**config.mk**
```make
export PLATFORM = sky130hd
export DESIGN_NAME = pack_build
export DESIGN_NICKNAME = d
export VERILOG_FILES = /design/src/rtl/pack_build.sv
export SDC_FILE = /design/constraint.sdc
export NUM_CORES = 1
export LEC_CHECK = 0
export ABC_CLOCK_PERIOD_IN_PS = 19200
export BUFFER_PORTS_ARGS = -buffer_cell sky130_fd_sc_hd__buf_2
export CAP_MARGIN = 40
export CORE_ASPECT_RATIO = 0.7
export CORE_MARGIN = 4
export CORE_UTILIZATION = 25
export DETAILED_ROUTE_END_ITERATION = 8
export GPL_ROUTABILITY_DRIVEN = 0
export PLACE_DENSITY = 0.43
export SLEW_MARGIN = 20
export SYNTH_ARGS = -nofsm -noshare
export SYNTH_HDL_FRONTEND = slang
export SYNTH_SLANG_ARGS = --single-unit
```
**constraint.sdc**
```tcl
create_clock -name clk -period 19.2 [get_ports clk]
set_input_delay 2.88 -clock clk [delete_from_list [all_inputs] [get_ports clk]]
set_output_delay 2.88 -clock clk [all_outputs]
set_load 0.03 [all_outputs]
```
**src/rtl/pack_build.sv**
```systemverilog
// Trace packet builder: takes 16-byte frames from an asynchronous front end over a
// 4-phase handshake and streams them out byte-wise. Optional macro: PACK_BUILD_IDLE_FILTER_EN.
module pack_build #(
   parameter int unsigned BUFPACKETS = 8
) (
   input  logic         clk,
   input  logic         rst,
   input  logic         PkAvail,
   input  logic [127:0] Packet,
   output logic         PkAck,
   output logic [7:0]   DataVal,
   input  logic         DataNext,
   output logic         DataReady,
   output logic         DataOverf
);

   localparam int unsigned PW    = (BUFPACKETS > 1) ? $clog2(BUFPACKETS) : 1;
   localparam int unsigned BW    = PW + 4;
   localparam int unsigned OW    = BW + 1;
   localparam int unsigned DEPTH = 16 * BUFPACKETS;

   logic           pav_meta;
   logic           pav_s;
   logic [PW-1:0]  wr_ptr;
   logic [BW-1:0]  rd_ptr;
   logic [BW-1:0]  rd_n;
   logic [OW-1:0]  occ;
   logic [OW-1:0]  occ_n;
   logic [127:0]   mem [BUFPACKETS];
   logic           take;
   logic           pop;
   logic           room;
   logic           idle;
   logic           store;
   logic           drop;
   logic [127:0]   head_word;
   logic [7:0]     head_byte;

   // Take/pop decode and next head byte; a packet written this cycle is forwarded
   // when the new read pointer lands in its slot.
   always_comb begin
      take = pav_s & ~PkAck;
      pop  = DataNext & DataReady;
      room = (occ <= OW'(DEPTH - 16));
`ifdef PACK_BUILD_IDLE_FILTER_EN
      idle = (Packet == {8{16'h7FFF}});
`else
      idle = 1'b0;
`endif
      store = take & ~idle & room;
      drop  = take & ~idle & ~room;
      occ_n = occ;
      if (store) occ_n = occ_n + OW'(16);
      if (pop)   occ_n = occ_n - OW'(1);
      rd_n = rd_ptr + BW'(pop);
      if (store && (rd_n[BW-1:4] == wr_ptr)) head_word = Packet;
      else                                    head_word = mem[rd_n[BW-1:4]];
      head_byte = head_word[{rd_n[3:0], 3'b000} +: 8];
   end

   // Control state; PkAck simply follows the synchronised level one cycle later.
   always_ff @(posedge clk) begin
      if (rst) begin
         pav_meta  <= 1'b0;
         pav_s     <= 1'b0;
         PkAck     <= 1'b0;
         wr_ptr    <= '0;
         rd_ptr    <= '0;
         occ       <= '0;
         DataReady <= 1'b0;
         DataVal   <= 8'h00;
         DataOverf <= 1'b0;
      end else begin
         pav_meta  <= PkAvail;
         pav_s     <= pav_meta;
         PkAck     <= pav_s;
         if (store) wr_ptr <= wr_ptr + PW'(1);
         rd_ptr    <= rd_n;
         occ       <= occ_n;
         DataReady <= (occ_n != '0);
         DataVal   <= (occ_n != '0) ? head_byte : 8'h00;
         if (drop)               DataOverf <= 1'b1;
         else if (occ_n == '0)   DataOverf <= 1'b0;
      end
   end

   // Packet storage, one 128-bit word per slot.
   always_ff @(posedge clk) begin
      if (store) mem[wr_ptr] <= Packet;
   end

endmodule

```
==> impl_metrics.prom <==
# TYPE chip_impl_metric gauge
chip_impl_info{name="run_status",value="completed"} 1
chip_impl_metric{name="crit_path_max_fanout",unit=""} 34
chip_impl_metric{name="critPathRequiredTime",unit="ps"} 19800
chip_impl_metric{name="p_leak",unit="µW"} 0.0152
chip_impl_metric{name="crit_path_max_incr_delay",unit="ps"} 660
chip_impl_metric{name="detailed_place_hpwl",unit="µm"} 86000
chip_impl_metric{name="wl_met2",unit="µm"} 61800
chip_impl_metric{name="floorplan.initialDensity",unit=""} 0.252
chip_impl_metric{name="cap_violations",unit=""} 0
chip_impl_metric{name="final_cell_count_without_fillers",unit=""} 4931
chip_impl_metric{name="die_height",unit="µm"} 351
chip_impl_metric{name="grt_pass1_wl",unit="µm"} 194000
chip_impl_metric{name="finalClockSkew",unit="ps"} 44.5
chip_impl_metric{name="chipWidth",unit="µm"} 498
chip_impl_info{name="critical_path.endpoint_type",value="flip-flop"} 1
chip_impl_metric{name="post-cts-setup-buffers",unit=""} 0
chip_impl_metric{name="report.final.slew_viol_count",unit=""} 0
chip_impl_metric{name="syn_area_per_cell",unit="µm²"} 17.4
chip_impl_info{name="cts_root_buffer",value="clkbuf_16"} 1
chip_impl_metric{name="timing.fmax",unit="GHz"} 0.136
chip_impl_metric{name="slew-limit-headroom",unit=""} 0.260
chip_impl_metric{name="global_router_s_overall_resource_usage",unit=""} 0.156
chip_impl_metric{name="worst_ep_arrival_time",unit="ps"} 7940
chip_impl_metric{name="async_flop_share",unit=""} 0
chip_impl_metric{name="io_buffer_count",unit=""} 142
chip_impl_metric{name="detail_route.vias_per_cell",unit=""} 4.85
chip_impl_metric{name="top_level_ports",unit=""} 143
chip_impl_info{name="grt_setup_unrepaired",value="false"} 1
chip_impl_metric{name="synth.cell_area",unit="µm²"} 42000
chip_impl_metric{name="cts_hold_buf",unit=""} 0
chip_impl_info{name="crit_path_start_kind",value="input port"} 1
chip_impl_metric{name="gate_count_post_synth",unit=""} 2410
chip_impl_metric{name="coreArea",unit="µm²"} 166000
chip_impl_metric{name="placement_rows",unit=""} 125
chip_impl_info{name="worst-setup-path-type",value="in2reg"} 1
chip_impl_metric{name="final_hold_viol_count",unit=""} 0
chip_impl_info{name="top_layer_used",value="met5"} 1
chip_impl_metric{name="post-place-cells",unit=""} 4718
chip_impl_metric{name="finalWorstPathRequiredPeriod",unit="ps"} 7340
chip_impl_metric{name="met3_wirelength",unit="µm"} 11500
chip_impl_metric{name="r2r_slack",unit="ps"} 13790
chip_impl_metric{name="syn_to_final_growth",unit="%"} 17.1
chip_impl_info{name="worst_hold_path_type",value="reg2reg"} 1
chip_impl_metric{name="synth.yosys.seq_area_share",unit=""} 0.747
chip_impl_metric{name="synth_enable_flop_cells",unit=""} 1024
chip_impl_metric{name="cts.repair.resized",unit=""} 0
chip_impl_metric{name="pwr_density_cell",unit="nW/µm²"} 106
chip_impl_metric{name="utilization",unit=""} 0.296
chip_impl_metric{name="number_of_antenna_violations_at_the_first_check_in_global_routing",unit=""} 53
chip_impl_metric{name="drt_iter0_drc",unit=""} 2479
chip_impl_metric{name="postRouteWirelength",unit="µm"} 139000
chip_impl_metric{name="first_global_vias",unit=""} 23700
chip_impl_metric{name="dp_worst_setup_slack",unit="ps"} 10960
chip_impl_metric{name="htree_levels",unit=""} 3
chip_impl_metric{name="synth.distinct_cells",unit=""} 75
chip_impl_metric{name="finalSetupViolations",unit=""} 0
chip_impl_metric{name="grt_remaining_overflow",unit=""} 0
chip_impl_metric{name="routed_wire_length_per_instance",unit="µm"} 28.2
chip_impl_metric{name="synth_fp_nets",unit=""} 2548
chip_impl_metric{name="cts_buffers",unit=""} 105
chip_impl_metric{name="max-vdd-ir-drop",unit="V"} 0.0000690
chip_impl_info{name="cp_common_cell",value="buf_4"} 1
chip_impl_metric{name="worst_skew_pair_latency",unit="ps"} 730
chip_impl_info{name="mostFrequentLayoutCells",value="1,024 x edfxtp_1, 312 x nand2_1, 163 x mux4_2"} 1
chip_impl_info{name="crit_slowest_cell",value="buf_4"} 1
chip_impl_metric{name="final_net_count",unit=""} 2746
chip_impl_metric{name="die_area",unit="µm²"} 175000
chip_impl_metric{name="grt_max_degree",unit=""} 129
chip_impl_metric{name="final.period_utilization",unit=""} 0.382
chip_impl_info{name="ys.flop_type",value="edfxtp_1"} 1
chip_impl_metric{name="synth.ff_latch_count",unit=""} 1055
chip_impl_metric{name="met1Wirelength",unit="µm"} 62800
chip_impl_metric{name="vias",unit=""} 23900
chip_impl_metric{name="clk_pin_slew",unit="ps"} 60
chip_impl_metric{name="fillerInstances",unit=""} 16500
chip_impl_metric{name="drt-pass1-iter-count",unit=""} 6
chip_impl_metric{name="clock_sinks",unit=""} 1055
chip_impl_metric{name="drive_above_1_share",unit=""} 0.214
chip_impl_info{name="crit_chain",value="buf_2 > nand2_1 > clkinv_1 > ha_4 > ha_4 > and3_1 > xnor2_2 > buf_4 > buf_4 > buf_4 > buf_16 > mux4_2 > a22oi_1 > nand4_1 > o211ai_1 > nor4_1"} 1
chip_impl_metric{name="whs",unit="ps"} 439
chip_impl_metric{name="synth_warn",unit=""} 0
chip_impl_metric{name="drc",unit=""} 0
chip_impl_metric{name="setup_ws",unit="ps"} 11860
chip_impl_metric{name="cts-root-to-sink-buffers",unit=""} 3
chip_impl_metric{name="tns",unit="ps"} 0
chip_impl_info{name="final_common_cell",value="edfxtp_1"} 1
chip_impl_metric{name="worstMarginPinSlew",unit="ps"} 1110
chip_impl_info{name="tritoncts",value="built"} 1
chip_impl_metric{name="antenna_left",unit=""} 0
==> state kept, by name, summed over array words and instances (netlist names) <==
name and flops:
pav_meta 1, DataOverf 1, PkAck 1, wr_ptr 3, DataVal 8, pav_s 1, DataReady 1, occ 8
mem 1024, rd_ptr 7
==> per-stage QoR <==
step,instance area (µm²),total power [µW]
6_report,49200,5220
5_1_grt,49200,5410
4_1_cts,49000,5280
3_5_place_dp,45800,3310
3_3_place_gp,45500,3300
2_1_floorplan,42000,2950
==> path summary, 6_finish.rpt <==
| kind | startpoint | cells past startpoint | end |
|---|---|---|---|
| setup reg to reg | DataReady | 15 | DataVal[5] |
| setup / recovery | DataNext | 16 | DataVal[5] |
| hold / removal | pav_meta | 1 | pav_s |
| hold reg to reg | pav_meta | 1 | pav_s |
==> cells in the mapped netlist (9+ instances only) <==
master    number  area share
nand3_1       74      0.0088
a32oi_1       29      0.0060
xnor2_1       12      0.0025
nor2_1        74      0.0066
mux2i_1      119       0.028
edfxtp_1    1024        0.73
a22oi_1       23      0.0041
a31oi_1       40      0.0060
nand2_1      314       0.028
buf_4         16      0.0029
o221ai_1      11      0.0023
o22ai_1       43      0.0064
o21ai_0       38      0.0045
dfxtp_1       31       0.015
buf_2         55      0.0066
mux4_2       163       0.087
and3_1        13      0.0019
o211ai_1       9      0.0016
a211oi_1      13      0.0023
nor4_1        14      0.0021
a21oi_1       66      0.0079
nor3_1        21      0.0025
nand4_1       23      0.0034
clkbuf_1      56      0.0050
==> final cells by class <==
cell class | count | area [µm²] | area share
antenna | 18 | 45.0 | 0.000916
clock buffer | 136 | 2790 | 0.0566
clock inverter | 54 | 418 | 0.00850
inverter | 9 | 33.8 | 0.000687
multi-input combinational | 1208 | 10100 | 0.205
sequential | 1055 | 31400 | 0.638
tap | 2222 | 2780 | 0.0565
timing repair buffer | 229 | 1660 | 0.0337
==> power by group <==
part / internal, µW / switching (µW)
logic: 199 / 469
clock network: 1070 / 897
registers: 2560 / 29.3
==> cell families after synthesis <==
group / Yosys count / synth area share
buf+inv: 147 / 0.0169
compound gates: 328 / 0.0531
simple gates: 566 / 0.0593
fa+ha+maj: 6 / 0.00179
mux: 289 / 0.118
xor+xnor: 19 / 0.00462
flops: 1055 / 0.747
==> worst max-delay path, delay by kind of cell <==
kind | cells | cell delay, ps
multiplexers | 1 | 520
AND/OR/NAND/NOR | 4 | 710
adder cells (fa/ha/maj) | 2 | 460
XOR/XNOR | 1 | 200
AO/OA/AOI/OAI | 2 | 620
buffers and inverters | 6 | 2440
==> routing by layer <==
| layer | vias up | global-route usage |
|---|---|---|
| li1 | 10100 | - |
| met1 | 12700 | 0.218 |
| met2 | 865 | 0.237 |
| met3 | 210 | 0.0464 |
| met4 | 14 | 0.0419 |
| met5 | - | 0 |
Note: power is estimated with default switching activity, not from simulation.
